--- config.mk ---
export PLATFORM = sky130hd
export DESIGN_NAME = pipe_issue_stage
export DESIGN_NICKNAME = d
export VERILOG_FILES = /design/src/rtl/pipe_issue_stage.sv
export SDC_FILE = /design/constraint.sdc
export NUM_CORES = 1
export LEC_CHECK = 0
export CAP_MARGIN = 20
export CORE_ASPECT_RATIO = 1.1
export CORE_MARGIN = 2
export CORE_UTILIZATION = 35
export CTS_BUF_LIST = sky130_fd_sc_hd__clkbuf_8
export CTS_CLUSTER_SIZE = 16
export DETAILED_ROUTE_END_ITERATION = 6
export GPL_ROUTABILITY_DRIVEN = 1
export GPL_TIMING_DRIVEN = 0
export SYNTH_ARGS = -nofsm -noshare
export SYNTH_HDL_FRONTEND = slang
export SYNTH_SLANG_ARGS = --single-unit
--- constraint.sdc ---
create_clock -name clk1 -period 8 [get_ports clk1]
set_input_delay 1.2 -clock clk1 [delete_from_list [all_inputs] [get_ports clk1]]
set_output_delay 1.2 -clock clk1 [all_outputs]
set_load 0.005 [all_outputs]
--- src/rtl/pipe_issue_stage.sv ---
// pipe_issue_stage
// Fetch/issue front end for the regbank/ALU/writeback/mem pipeline.
// Packed instruction words are queued in a small FIFO. The head word is
// checked against a per-register scoreboard of writes still in flight.
// A head that is legal and free of hazards is decoded onto registered
// pipeline fields. A head with an illegal opcode is dropped. Whenever
// nothing issues, a harmless bubble (func=3, r0, mem[255]) is driven.

module pipe_issue_stage #(
    parameter int DEPTH   = 4,
    parameter int HAZ_WIN = 3
) (
    input  logic                     clk1,
    input  logic                     rst_n,
    input  logic                     in_valid,
    output logic                     in_ready,
    input  logic [23:0]              in_instr,
    input  logic                     flush,
    output logic                     out_valid,
    output logic [3:0]               rs1,
    output logic [3:0]               rs2,
    output logic [3:0]               rd,
    output logic [3:0]               func,
    output logic [7:0]               addr,
    output logic [$clog2(DEPTH):0]   fifo_count,
    output logic [15:0]              stall_cnt,
    output logic [7:0]               illegal_cnt
);

    localparam int PW  = $clog2(DEPTH);
    localparam int CW  = PW + 1;
    localparam int SBW = $clog2(HAZ_WIN) + 1;

    localparam logic [CW-1:0]  FULL_COUNT   = CW'(DEPTH);
    localparam logic [SBW-1:0] SB_LOAD      = SBW'(HAZ_WIN - 1);
    localparam logic [3:0]     BUBBLE_FUNC  = 4'd3;
    localparam logic [7:0]     BUBBLE_ADDR  = 8'hFF;
    localparam logic [3:0]     FIRST_ILLEGAL = 4'd10;

    // instruction storage and its bookkeeping
    logic [23:0]    mem [DEPTH];
    logic [PW-1:0]  wr_ptr;
    logic [PW-1:0]  rd_ptr;
    logic [CW-1:0]  count;

    // one countdown per architectural register; entry 0 is never busy
    logic [SBW-1:0] sb [16];

    // decoded view of the FIFO head
    logic [23:0]    head;
    logic [3:0]     head_func;
    logic [3:0]     head_rd;
    logic [3:0]     head_rs1;
    logic [3:0]     head_rs2;
    logic [7:0]     head_addr;

    logic           fifo_empty;
    logic           fifo_full;
    logic           head_valid;
    logic           head_legal;
    logic           rs1_busy;
    logic           rs2_busy;
    logic           hazard;
    logic           do_push;
    logic           do_pop;
    logic           do_issue;
    logic           do_drop;
    logic           do_stall;

    assign head      = mem[rd_ptr];
    assign head_func = head[23:20];
    assign head_rd   = head[19:16];
    assign head_rs1  = head[15:12];
    assign head_rs2  = head[11:8];
    assign head_addr = head[7:0];

    assign fifo_empty = (count == '0);
    assign fifo_full  = (count == FULL_COUNT);

    // in_ready comes only from state, so a pop in the same cycle never frees a full FIFO
    assign in_ready   = !fifo_full;
    assign fifo_count = count;

    // Head classification and the handshake decisions for this cycle.
    // Flush overrides everything: no push, no pop, no stall is counted.
    always_comb begin
        head_valid = !fifo_empty;
        head_legal = (head_func < FIRST_ILLEGAL);
        rs1_busy   = (head_rs1 != 4'd0) && (sb[head_rs1] != '0);
        rs2_busy   = (head_rs2 != 4'd0) && (sb[head_rs2] != '0);
        hazard     = head_valid && (rs1_busy || rs2_busy);
        do_push    = in_valid && !fifo_full && !flush;
        do_pop     = head_valid && !hazard && !flush;
        do_issue   = do_pop && head_legal;
        do_drop    = do_pop && !head_legal;
        do_stall   = hazard && !flush;
    end

    // FIFO data array; contents need no reset because count guards every read
    always_ff @(posedge clk1) begin
        if (do_push) begin
            mem[wr_ptr] <= in_instr;
        end
    end

    // FIFO pointers and occupancy; pointers wrap naturally at DEPTH
    always_ff @(posedge clk1 or negedge rst_n) begin
        if (!rst_n) begin
            wr_ptr <= '0;
            rd_ptr <= '0;
            count  <= '0;
        end else if (flush) begin
            wr_ptr <= '0;
            rd_ptr <= '0;
            count  <= '0;
        end else begin
            if (do_push) begin
                wr_ptr <= wr_ptr + PW'(1);
            end
            if (do_pop) begin
                rd_ptr <= rd_ptr + PW'(1);
            end
            if (do_push && !do_pop) begin
                count <= count + CW'(1);
            end else if (!do_push && do_pop) begin
                count <= count - CW'(1);
            end
        end
    end

    // Scoreboard countdowns; an issue loads its destination, the rest drain.
    // Flush leaves it alone because issued writes are still in the pipeline.
    always_ff @(posedge clk1 or negedge rst_n) begin
        if (!rst_n) begin
            for (int i = 0; i < 16; i++) begin
                sb[i] <= '0;
            end
        end else begin
            sb[0] <= '0;
            for (int i = 1; i < 16; i++) begin
                if (do_issue && (head_rd == 4'(i))) begin
                    sb[i] <= SB_LOAD;
                end else if (sb[i] != '0) begin
                    sb[i] <= sb[i] - SBW'(1);
                end
            end
        end
    end

    // Registered pipeline fields: the decoded head on issue, a bubble otherwise
    always_ff @(posedge clk1 or negedge rst_n) begin
        if (!rst_n) begin
            out_valid <= 1'b0;
            func      <= BUBBLE_FUNC;
            rs1       <= 4'd0;
            rs2       <= 4'd0;
            rd        <= 4'd0;
            addr      <= BUBBLE_ADDR;
        end else if (do_issue) begin
            out_valid <= 1'b1;
            func      <= head_func;
            rs1       <= head_rs1;
            rs2       <= head_rs2;
            rd        <= head_rd;
            addr      <= head_addr;
        end else begin
            out_valid <= 1'b0;
            func      <= BUBBLE_FUNC;
            rs1       <= 4'd0;
            rs2       <= 4'd0;
            rd        <= 4'd0;
            addr      <= BUBBLE_ADDR;
        end
    end

    // Saturating event counters for hazard stalls and dropped opcodes
    always_ff @(posedge clk1 or negedge rst_n) begin
        if (!rst_n) begin
            stall_cnt   <= 16'd0;
            illegal_cnt <= 8'd0;
        end else begin
            if (do_stall && (stall_cnt != 16'hFFFF)) begin
                stall_cnt <= stall_cnt + 16'd1;
            end
            if (do_drop && (illegal_cnt != 8'hFF)) begin
                illegal_cnt <= illegal_cnt + 8'd1;
            end
        end
    end

endmodule

==> metrics.md, run 1 <==
| Metric | Value |
|---|---|
| Status | complete, no violations |
| Final Slew Violations | 0 |
| Commonest cells after routing, fill and taps aside | 96 x edfxtp_1, 91 x dfrtp_1, 78 x clkdlybuf4s50_1, 59 x nor2_1, 51 x inv_1 |
| Diodes inserted | 0 |
| Mapped Area | 0.00886 mm² |
| First-pass GRT wire length | 27,800 µm |
| Lkg Pwr | 0.00425 µW |
| Crit start category | register |
| TritonCTS Buffers | 17 |
| Slowest-stage cell, CP | a211oi_1 |
| Slew margin rel. | 34.5% |
| PwrDens | 301 mW/mm² |
| Htree depth | 4 |
| Layout Utilization | 42.3% |
| Post-synth EDFFs | 96 |
| Flops & latches, synth | 197 |
| Multi-input logic area | 0.00318 mm² |
| Count of final setup violators | 0 |
| Worst path required time | 8.38 ns |
| Yosys warning total | 0 |
| Seq/Total Area, Yosys | 61.2% |
| Share of layout cells above drive strength 1 | 13.1% |
| Drt first pass iters | 4 |
| Worst slew pin tran | 0.958 ns |
| Setup Buffers After CTS | 0 |
| Tcrit/Tclk final | 49.0% |
| Max Cap Viol | 0 |
| Clock Tree Buf Depth | 2 |
| Setup crit end kind | register |
| DIE HEIGHT | 171 µm |
| RSZ-0062 raised after global routing | no |
| VDD IR max | 140 µV |
| Root Driver | clkbuf_8 |
| Achievable Freq | 0.255 GHz |
| Largest net degree at the start of global routing | 54 |
| Placeable Area | 0.0251 mm² |
| Final nets | 818 |
| Async S/R FF share, synth | 51.3% |
| Netlist cell types | 58 |
| CP Cell Sequence | clkbuf_1 -> buf_1 -> mux4_2 -> a311oi_1 -> a22oi_1 -> a211oi_1 -> and2_1 -> mux2_2 |
| Crit path time final | 3.92 ns |
| Initial antenna violation count | 0 |
| Antenna viol nets, final | 0 |
| Syn nets | 715 |
| Worst reg2reg path depth | 8 |
| Clock transition at path regs | 0.12 ns |
| Number of global-route vias before repair | 5,317 |
| Ys flop type | edfxtp_1 |
| Syn Inst Count | 650 |
| WL/cell | 15.7 µm |
| Hpwl dp | 12,100 µm |
| Total wire length | 17,000 µm |
| Post-CTS Resized | 0 |
| FF+latch area | 0.00542 mm² |
| Leading cell type in the layout, fill and taps excluded | edfxtp_1 |
| Row count | 61 |
| Filler cells | 2,316 |
| Layout area overhead | 19.7% |
| Drt first-iter violations | 289 |
| Sink Count | 197 |
| Initial core utilization | 35.3% |
| Critical path class | reg2reg |
| CTS hold repair buffers | 0 |
| GRT Util Overall | 13.6% |
| Residual DRC | 0 |
| Clock Skews | 0.0252 ns |
| CP Launch Point | rd_ptr[1] |
| Gpl congestion | 0.790 |
| Port bufs | 79 |
| CTS tree | built |
| R2r setup slk | 4.08 ns |
| Routed vias | 5,218 |
| Final hold violations | 0 |
| Worst skew pair latency | 0.49 ns |
| Grt total ovfl | 0 |
| Worst R2R End | illegal_cnt[1] |
| Avg Synthesized Cell Area | 13.6 µm² |
| Worst setup path endpoint | illegal_cnt[1] |
| Crit-path max cell delay | 0.73 ns |
| Via/cell ratio | 4.83 |
| Worst hold path type | reg2reg |
| CP max FO | 10 |
| Die width | 156 µm |
| Die ar. | 0.0266 mm² |
| # IOs | 81 |
| Arrival @ worst endpoint | 4.30 ns |
| Sum Neg Setup Slack | 0 ns |
| Reg2reg start | rd_ptr[1] |
-- registers in the layout, indices dropped and copies added (netlist names) --
name	count
addr	8
sb	45
illegal_cnt	8
fifo_count	3
rd_ptr	2
out_valid	1
mem	96
rs1	4
rd	4
func	4
wr_ptr	2
rs2	4
stall_cnt	16
-- cell usage after synthesis (2+ instances only) --
| cell | instances | share of area [%] |
|---|---|---|
| clkbuf_1 | 6 | 0.25 |
| a211oi_1 | 2 | 0.17 |
| nand3b_1 | 2 | 0.17 |
| nor2b_1 | 5 | 0.35 |
| nand2b_1 | 16 | 1.1 |
| o21ai_0 | 5 | 0.28 |
| nand2_1 | 17 | 0.72 |
| edfxtp_1 | 96 | 33 |
| dfrtp_1 | 91 | 26 |
| buf_2 | 2 | 0.11 |
| nor4b_1 | 5 | 0.49 |
| nor3_2 | 2 | 0.23 |
| a211o_1 | 3 | 0.30 |
| a31oi_1 | 2 | 0.14 |
| mux4_1 | 3 | 0.89 |
| a21o_1 | 4 | 0.34 |
| inv_1 | 51 | 2.2 |
| xor2_1 | 30 | 3.0 |
| and3b_1 | 2 | 0.20 |
| a41oi_1 | 2 | 0.20 |
| mux2i_1 | 20 | 2.3 |
| ha_1 | 36 | 5.1 |
| or3_1 | 2 | 0.14 |
| nor3_1 | 33 | 1.9 |
| a22oi_1 | 2 | 0.17 |
| xnor2_1 | 10 | 0.99 |
| a21oi_1 | 26 | 1.5 |
| mux4_2 | 24 | 6.1 |
| and2_1 | 20 | 1.4 |
| nand4_1 | 3 | 0.21 |
| and3_1 | 7 | 0.49 |
| buf_6 | 2 | 0.25 |
| buf_1 | 3 | 0.13 |
| dfstp_2 | 10 | 3.0 |
| mux2_2 | 5 | 0.64 |
| nor2_1 | 59 | 2.5 |
| nand3_1 | 12 | 0.68 |
| or2_2 | 10 | 0.71 |
-- per-stage QoR --
stage	instances	setup WS [ns]	instance area (µm²)	power (µW)	hold WS [ns]
final	1081	4.08	10600	3190	0.506
after global routing	1081	3.72	10600	3460	0.535
after CTS	1081	3.92	10600	3240	0.512
after detailed placement	1049	3.99	10200	2540	0.494
after global placement	1044	1.54	10000	2500	0.480
after floorplan	650	4.66	8860	2210	0.477
-- final cells by class --
type	instances	share of cell area, %
Clock buffer	17	2.21
Multi-Input combinational cell	389	30.0
Buffer	13	0.625
Sequential cell	197	51.1
Timing Repair Buffer	84	8.49
Inverter	51	1.80
Clock inverter	15	2.04
Tap cell	315	3.71
-- worst min-delay path by stage --
stage              startpoint        endpoint  slack [ns]  cells past startpoint
2_1_floorplan    stall_cnt[9]    stall_cnt[9]        0.48                      1
5_1_grt          stall_cnt[9]    stall_cnt[9]        0.54                      1
3_3_place_gp     stall_cnt[9]    stall_cnt[9]        0.48                      1
3_5_place_dp     stall_cnt[9]    stall_cnt[9]        0.49                      1
6_report       illegal_cnt[4]  illegal_cnt[4]        0.51                      1
4_1_cts          stall_cnt[9]    stall_cnt[9]        0.51                      1
-- layer usage --
layer  track usage (%)  wire length (µm)  vias up
met1              16.9              7330     2581
li1                  -                 -     2543
met4              4.15               248        0
met2              23.9              8840       75
met3              2.61               568       19
met5                 0                 0        -
-- power by group --
group	internal, µW	total [µW]	switching, µW	leakage, µW
logic	543	1100	558	0.00192
clock network	256	693	436	0.000220
registers	1270	1400	135	0.00211
total	2060	3190	1130	0.00425
-- kinds of logic after synthesis --
logic type	after synthesis	synth area share, %
buf+inv	64	2.91
flops	197	61.2
compound gates	59	4.63
xor+xnor	40	3.95
mux	52	9.88
fa+ha+maj	37	5.31
simple gates	201	12.2
-- critical path: cells and delay by family (launching register included) --
| family | cells | cell delay (ns) |
|---|---|---|
| AND/OR/NAND/NOR | 1 | 0.28 |
| buffers and inverters | 2 | 0.99 |
| AO/OA/AOI/OAI | 3 | 1.36 |
| flip-flops | 1 | 0.35 |
| multiplexers | 2 | 0.82 |
Power figures use the tool's default switching activity.
==> run 2: changes to the inputs <==
==> constraint.sdc (replaced) <==
create_clock -name clk1 -period 4.07 [get_ports clk1]
set_input_delay 0.6105 -clock clk1 [delete_from_list [all_inputs] [get_ports clk1]]
set_output_delay 0.6105 -clock clk1 [all_outputs]
set_load 0.005 [all_outputs]
==> run 2 against run 1 <==
  * Largest power group unchanged
  * Worst hold slack worse by 0.36 ns
  * Clock power up 96%
  * Die area unchanged
==> metrics.md, run 2 (synthesis results as in run 1) <==
| Metric | Value |
|---|---|
| Non-filler cells, final | 1,080 (-0.093%) |
| Share of layout cells above drive strength 1 | 13.3% (+0.28 points) |
| Largest net degree at the start of global routing | 54 (unchanged) |
| Clock Tree Buf Depth | 2 (unchanged) |
| CTS hold repair buffers | 0 (unchanged) |
| Hold Worst Slack | 0.147 ns (-0.359 ns) |
| Worst skew pair latency | 0.49 ns (about the same) |
| Delay-heaviest family, CP | buffers and inverters |
| Initial antenna violation count | 0 (unchanged) |
| Sum Neg Setup Slack | 0 ns (unchanged) |
| Drt first pass iters | 4 (unchanged) |
| Slowest-stage cell, CP | dfrtp_1 |
| Crit path buf inv count | 3 (+1) |
| Worst R2R End | rs1[1] |
| Internal Pwr Total | 4060 µW (+97%) |
| Htree depth | 4 (unchanged) |
| Via/cell ratio | 4.83 (about the same) |
| CP Depth | 8 (unchanged) |
| CP Cell Sequence | buf_1 -> mux4_2 -> a311oi_1 -> a22o_4 -> o2111ai_2 -> inv_1 -> clkbuf_1 -> and2_1 |
| Net Sw Frac | 35.5% (+0.082 points) |
| CTS tree | built |
| TritonCTS Buffers | 17 (unchanged) |
| Worst slew pin tran | 0.972 ns (+0.0142 ns) |
| Max Cap Viol | 0 (unchanged) |
| CP max FO | 10 (unchanged) |
| Final nets | 817 (-0.12%) |
| GRT Util Overall | 13.6% (about the same) |
| Worst hold path type | in2async |
| Sw power | 2230 µW (+97%) |
| Placeable Area | 0.0251 mm² (unchanged) |
| Antenna viol nets, final | 0 (unchanged) |
| Residual DRC | 0 (unchanged) |
| # IOs | 81 (unchanged) |
| Tcrit/Tclk final | 92.8% (+44 points) |
| Row count | 61 (unchanged) |
| Root Driver | clkbuf_8 |
| Total wire length | 17,100 µm (+0.38%) |
| Logic gate share of total power | 34.5% (about the same) |
| Final hold violations | 0 (unchanged) |
| Initial core utilization | 35.3% (unchanged) |
| Leading cell type in the layout, fill and taps excluded | edfxtp_1 |
| Filler cells | 2,317 (+0.043%) |
| Worst path required time | 4.48 ns (-3.90 ns) |
| Die ar. | 0.0266 mm² (unchanged) |
| Placed cells | 1,049 (unchanged) |
| Drt first-iter violations | 276 (-4.5%) |
| Achievable Freq | 0.265 GHz (+3.8%) |
| Clk pwr share | 21.7% (about the same) |
| Reg2reg start | rd_ptr[1] |
| Worst setup path endpoint | rs1[1] |
| Multi-input logic area | 0.00319 mm² (+0.16%) |
| Biggest register | mem |
| Crit path time final | 3.78 ns (-0.143 ns) |
| Port bufs | 79 (unchanged) |
| Setup crit end kind | register |
| Slew margin rel. | 33.5% (-0.97 points) |
| Commonest cells after routing, fill and taps aside | 96 x edfxtp_1, 91 x dfrtp_1, 78 x clkdlybuf4s50_1, 59 x nor2_1, 51 x inv_1 |
| Hpwl dp | 12,100 µm (unchanged) |
| Count of final setup violators | 0 (unchanged) |
| Worst reg2reg path depth | 8 (unchanged) |
| DIE HEIGHT | 171 µm (unchanged) |
| Clock transition at path regs | 0.12 ns (about the same) |
| Sink Count | 197 (unchanged) |
| Total power | 6290 µW (+97%) |
| First-pass GRT wire length | 27,800 µm (about the same) |
| WL/cell | 15.8 µm (+0.48%) |
| R2r setup slk | 0.29 ns (-3.79 ns) |
| Largest regs | mem x96, sb x45, stall_cnt x16 |
| PwrDens | 593 mW/mm² (+97%) |
| Arrival @ worst endpoint | 4.19 ns (-0.11 ns) |
| Diodes inserted | 0 (unchanged) |
| Clock Skews | 0.0262 ns (+0.000975 ns) |
| Critical path class | reg2reg |
| Crit start category | register |
| Die width | 156 µm (unchanged) |
| Layout area overhead | 19.7% (about the same) |
| Routed vias | 5,217 (-0.019%) |
| FF+latch area | 0.00542 mm² (unchanged) |
| CP Launch Point | rd_ptr[1] |
| Number of global-route vias before repair | 5,315 (-0.038%) |
| Gpl congestion | 0.790 (unchanged) |
| VDD IR max | 275 µV (+97%) |
| Post-route design area | 0.0106 mm² (about the same) |
| Crit-path max cell delay | 0.63 ns (-0.10 ns) |
| Final Slew Violations | 0 (unchanged) |
| Seq pwr share | 43.8% (about the same) |
| Placed inst area | 0.0102 mm² (unchanged) |
| Grt total ovfl | 0 (unchanged) |
| Lkg Pwr | 0.00425 µW (about the same) |
| Number of flip-flops in the largest register | 96 (unchanged) |
| Status | complete, no violations |
run 2: cell count changes in the layout (fill, tap and decap cells not counted), sizes merged:
| cell | before | now |
|---|---|---|
| buf | 13 | 12 |
run 2: worst register-to-register path, cell delays in order (launching register included):
cell and delay (ns):
dfrtp_1 0.63, buf_1 0.54, mux4_2 0.50, a311oi_1 0.49, a22o_4 0.24, o2111ai_2 0.31, inv_1 0.29, clkbuf_1 0.47
and2_1 0.25
run 2: area by class of cell:
type | instances | share of cell area, %
clock buffers | 17 | 2.20
inverters | 51 | 1.80
repair buffers | 84 | 8.49
well taps | 315 | 3.71
clock inverters | 15 | 2.04
multi-input cells | 389 | 30.1
plain buffers | 12 | 0.601
flip-flops and latches | 197 | 51.1
run 2: per-layer routing:
metal | share of wire [%] | track usage [%]
met1 | 44 | 17.0
met2 | 52 | 23.8
met3 | 2.8 | 2.61
met4 | 1.5 | 4.15
met5 | 0 | 0
run 2: worst min path at each step:
stage	start	to	slack [ns]	depth (start not counted)
2_1_floorplan	rst_n	fifo_count[0]	0.31	0
4_1_cts	rst_n	rd[3]	0.16	1
5_1_grt	rst_n	rd[3]	0.20	1
3_5_place_dp	stall_cnt[9]	stall_cnt[9]	0.49	1
6_report	rst_n	rd[3]	0.15	1
3_3_place_gp	stall_cnt[9]	stall_cnt[9]	0.48	1
run 2: stage by stage:
step	setup slack [ns]	util, %
6_report	0.293	42.3
5_1_grt	-0.0206	42.3
4_1_cts	0.00322	42.3
3_5_place_dp	0.0565	40.5
3_3_place_gp	-1.80	40.0
2_1_floorplan	0.732	-
run 2: power groups by stage:
stage               logic (µW)  registers [µW]  clock network, µW
floorplan                 1590            2750                  0
global placement          2110            2790                  0
detailed placement        2190            2800                  0
CTS                       2210            2760               1400
global route              2500            2810               1480
finish                    2170            2750               1360
run 2: what timing repair did:
| item | in CTS | in global routing |
|---|---|---|
| buffers inserted | 0 | 0 |
| endpoints found under the setup margin | 1 | 26 |
| resized for setup | 1 | 2 |
==> run 3: changes to the inputs <==
--- a/config.mk
+++ b/config.mk
@@ -5,7 +5,6 @@
 export SDC_FILE = /design/constraint.sdc
 export NUM_CORES = 1
 export LEC_CHECK = 0
-export CAP_MARGIN = 20
 export CORE_ASPECT_RATIO = 1.1
 export CORE_MARGIN = 2
 export CORE_UTILIZATION = 35
@@ -14,6 +13,7 @@
 export DETAILED_ROUTE_END_ITERATION = 6
 export GPL_ROUTABILITY_DRIVEN = 1
 export GPL_TIMING_DRIVEN = 0
+export SKIP_CTS_REPAIR_TIMING = 1
 export SYNTH_ARGS = -nofsm -noshare
 export SYNTH_HDL_FRONTEND = slang
 export SYNTH_SLANG_ARGS = --single-unit
==> run 3 against run 2 <==
  * Worst setup slack better by 0.011 ns
  * Cell count down 0.37%
  * Count of clock-buffer cells in the layout unchanged
  * Power down 0.38%
  * Design area down 0.84%
  * Via count down 0.33%
  * Register-to-register slack about the same
  * Global-route usage down 0.22 points
  * Critical path type unchanged
  * Critical endpoint is now fifo_count[2]
  * Highest routed layer unchanged
==> metrics.md, run 3 (synthesis results as in run 1) <==
| Metric | Value |
|---|---|
| Slew margin rel. | 14.8% (-19 points) |
| Net Sw Frac | 35.4% (-0.078 points) |
| Number of flip-flops in the largest register | 96 (unchanged) |
| Initial core utilization | 35.3% (unchanged) |
| TritonCTS Buffers | 17 (unchanged) |
| Crit start category | register |
| Clock Tree Buf Depth | 2 (unchanged) |
| RSZ-0062 raised after global routing | no |
| Hold Worst Slack | 0.151 ns (+0.00416 ns) |
| Hpwl dp | 11,700 µm (-3.3%) |
| Final nets | 813 (-0.49%) |
| Number of global-route vias before repair | 5,204 (-2.1%) |
| Lkg Pwr | 0.00422 µW (-0.77%) |
| Clk pwr share | 21.7% (about the same) |
| Final Slew Violations | 0 (unchanged) |
| Die ar. | 0.0266 mm² (unchanged) |
| Critical path class | reg2reg |
| Row count | 61 (unchanged) |
| Die width | 156 µm (unchanged) |
| Worst path required time | 4.50 ns (+0.02 ns) |
| CP max FO | 9 (-1) |
| Worst hold path type | in2async |
| Sw power | 2220 µW (-0.60%) |
| Sum Neg Setup Slack | 0 ns (unchanged) |
| Leading cell type in the layout, fill and taps excluded | edfxtp_1 |
| Clock Skews | 0.0251 ns (-0.00108 ns) |
| Share of layout cells above drive strength 1 | 12.9% (-0.46 points) |
| Crit path time final | 3.77 ns (-0.0115 ns) |
| Clock transition at path regs | 0.13 ns (about the same) |
| Tcrit/Tclk final | 92.5% (-0.28 points) |
| Non-filler cells, final | 1,076 (-0.37%) |
| Final hold violations | 0 (unchanged) |
| Largest regs | mem x96, sb x45, stall_cnt x16 |
| GRT Util Overall | 13.3% (-0.22 points) |
| # IOs | 81 (unchanged) |
| Seq pwr share | 44.0% (+0.2 points) |
| Max Cap Viol | 0 (unchanged) |
| Placed cells | 1,045 (-0.38%) |
| Port bufs | 79 (unchanged) |
| Commonest cells after routing, fill and taps aside | 96 x edfxtp_1, 91 x dfrtp_1, 78 x clkdlybuf4s50_1, 59 x nor2_1, 51 x inv_1 |
| Logic gate share of total power | 34.3% (-0.2 points) |
| Worst slew pin tran | 1.28 ns (+0.306 ns) |
| Layout area overhead | 18.7% |
| PwrDens | 595 mW/mm² (+0.46%) |
| Via/cell ratio | 4.83 (about the same) |
| Grt total ovfl | 0 (unchanged) |
| Worst skew pair latency | 0.48 ns (about the same) |
| Achievable Freq | 0.266 GHz (+0.31%) |
| Antenna viol nets, final | 0 (unchanged) |
| VDD IR max | 239 µV (-13%) |
| Arrival @ worst endpoint | 4.19 ns (about the same) |
| Drt first pass iters | 4 (unchanged) |
| Biggest register | mem |
| Largest net degree at the start of global routing | 54 (unchanged) |
| Root Driver | clkbuf_8 |
| Htree depth | 4 (unchanged) |
| Count of final setup violators | 0 (unchanged) |
| Diodes inserted | 0 (unchanged) |
| Gpl congestion | 0.790 (unchanged) |
| CTS tree | built |
| Residual DRC | 0 (unchanged) |
| First-pass GRT wire length | 27,300 µm (-1.8%) |
| Placeable Area | 0.0251 mm² (unchanged) |
| WL/cell | 15.7 µm (-0.83%) |
| Sink Count | 197 (unchanged) |
| Initial antenna violation count | 0 (unchanged) |
| Drt first-iter violations | 268 (-2.9%) |
| DIE HEIGHT | 171 µm (unchanged) |
| Routed vias | 5,200 (-0.33%) |
| Internal Pwr Total | 4050 µW (-0.26%) |
| CP Cell Sequence | buf_6 -> mux4_2 -> mux4_1 -> mux2_2 -> a22oi_1 -> a211oi_1 -> nand2b_1 -> fa_1 -> nor2_1 -> nor4b_1 -> mux2i_1 -> nand3_1 |
| Crit-path max cell delay | 0.63 ns (about the same) |
| Slowest-stage cell, CP | mux4_2 |
| Setup crit end kind | register |
| Status | complete, no violations |
| Total wire length | 16,800 µm (-1.2%) |
run 3: cell types whose count changed in the layout (fill, tap and decap cells not counted), sizes merged:
cell    change
inv         +1
clkbuf      +1
buf         -5
clkinv      -1
run 3: power groups by stage:
stage / combinational [µW] / sequential (µW) / clock [µW]
2_1_floorplan: 1590 / 2750 / 0
3_3_place_gp: 2110 / 2790 / 0
3_5_place_dp: 2180 / 2800 / 0
4_1_cts: 2200 / 2760 / 1410
5_1_grt: 2480 / 2810 / 1490
6_report: 2150 / 2750 / 1360
run 3: per-layer routing:
| layer | up-vias | part of all wire, % | global-route usage [%] | wire, µm |
|---|---|---|---|---|
| met4 | 0 | 1.3 | 4.03 | 212 |
| met2 | 77 | 52 | 24.0 | 8750 |
| li1 | 2530 | - | - | - |
| met3 | 15 | 3.5 | 2.79 | 582 |
| met5 | - | 0 | 0 | 0 |
| met1 | 2578 | 43 | 16.1 | 7310 |
run 3: final timing paths:
| path | start | end | slack [ns] | cells past startpoint |
|---|---|---|---|---|
| max reg2reg | rd_ptr[0] | fifo_count[2] | 0.30 | 12 |
| max | rd_ptr[0] | fifo_count[2] | 0.30 | 12 |
| min | rst_n | rd[3] | 0.15 | 1 |
| min reg2reg | stall_cnt[9] | stall_cnt[9] | 0.51 | 1 |
| min in group clk1 | stall_cnt[9] | stall_cnt[9] | 0.51 | 1 |
| max in group asynchronous | rst_n | sb[12] | 3.22 | 2 |
run 3: through the flow:
step / total power [µW] / worst slack, ns / utilization [%] / cell area (µm²)
floorplan: 4340 / 0.732 / - / 8860
global placement: 4900 / -1.80 / 40.0 / 10000
detailed placement: 4980 / 0.0701 / 40.1 / 10100
CTS: 6360 / 0.0261 / 41.9 / 10500
global route: 6790 / 0.0348 / 41.9 / 10500
finish: 6270 / 0.304 / 41.9 / 10500
run 3: cell type report:
| cell class | count | area, µm² |
|---|---|---|
| inverters | 51 | 191 |
| clock inverters | 15 | 215 |
| multi-input cells | 389 | 3190 |
| well taps | 315 | 394 |
| fillers | 2322 | 14600 |
| repair buffers | 80 | 816 |
| clock buffers | 17 | 234 |
| plain buffers | 12 | 65.1 |
| flip-flops and latches | 197 | 5420 |
run 3: critical path: cells and delay by family, from the launching register on:
family	cells	cell delay (ns)
buffers and inverters	1	0.16
adders and majority gates	1	0.39
and+or+nand+nor	4	0.73
DFF	1	0.36
AOI/OAI and AO/OA	2	0.52
muxes	4	1.55
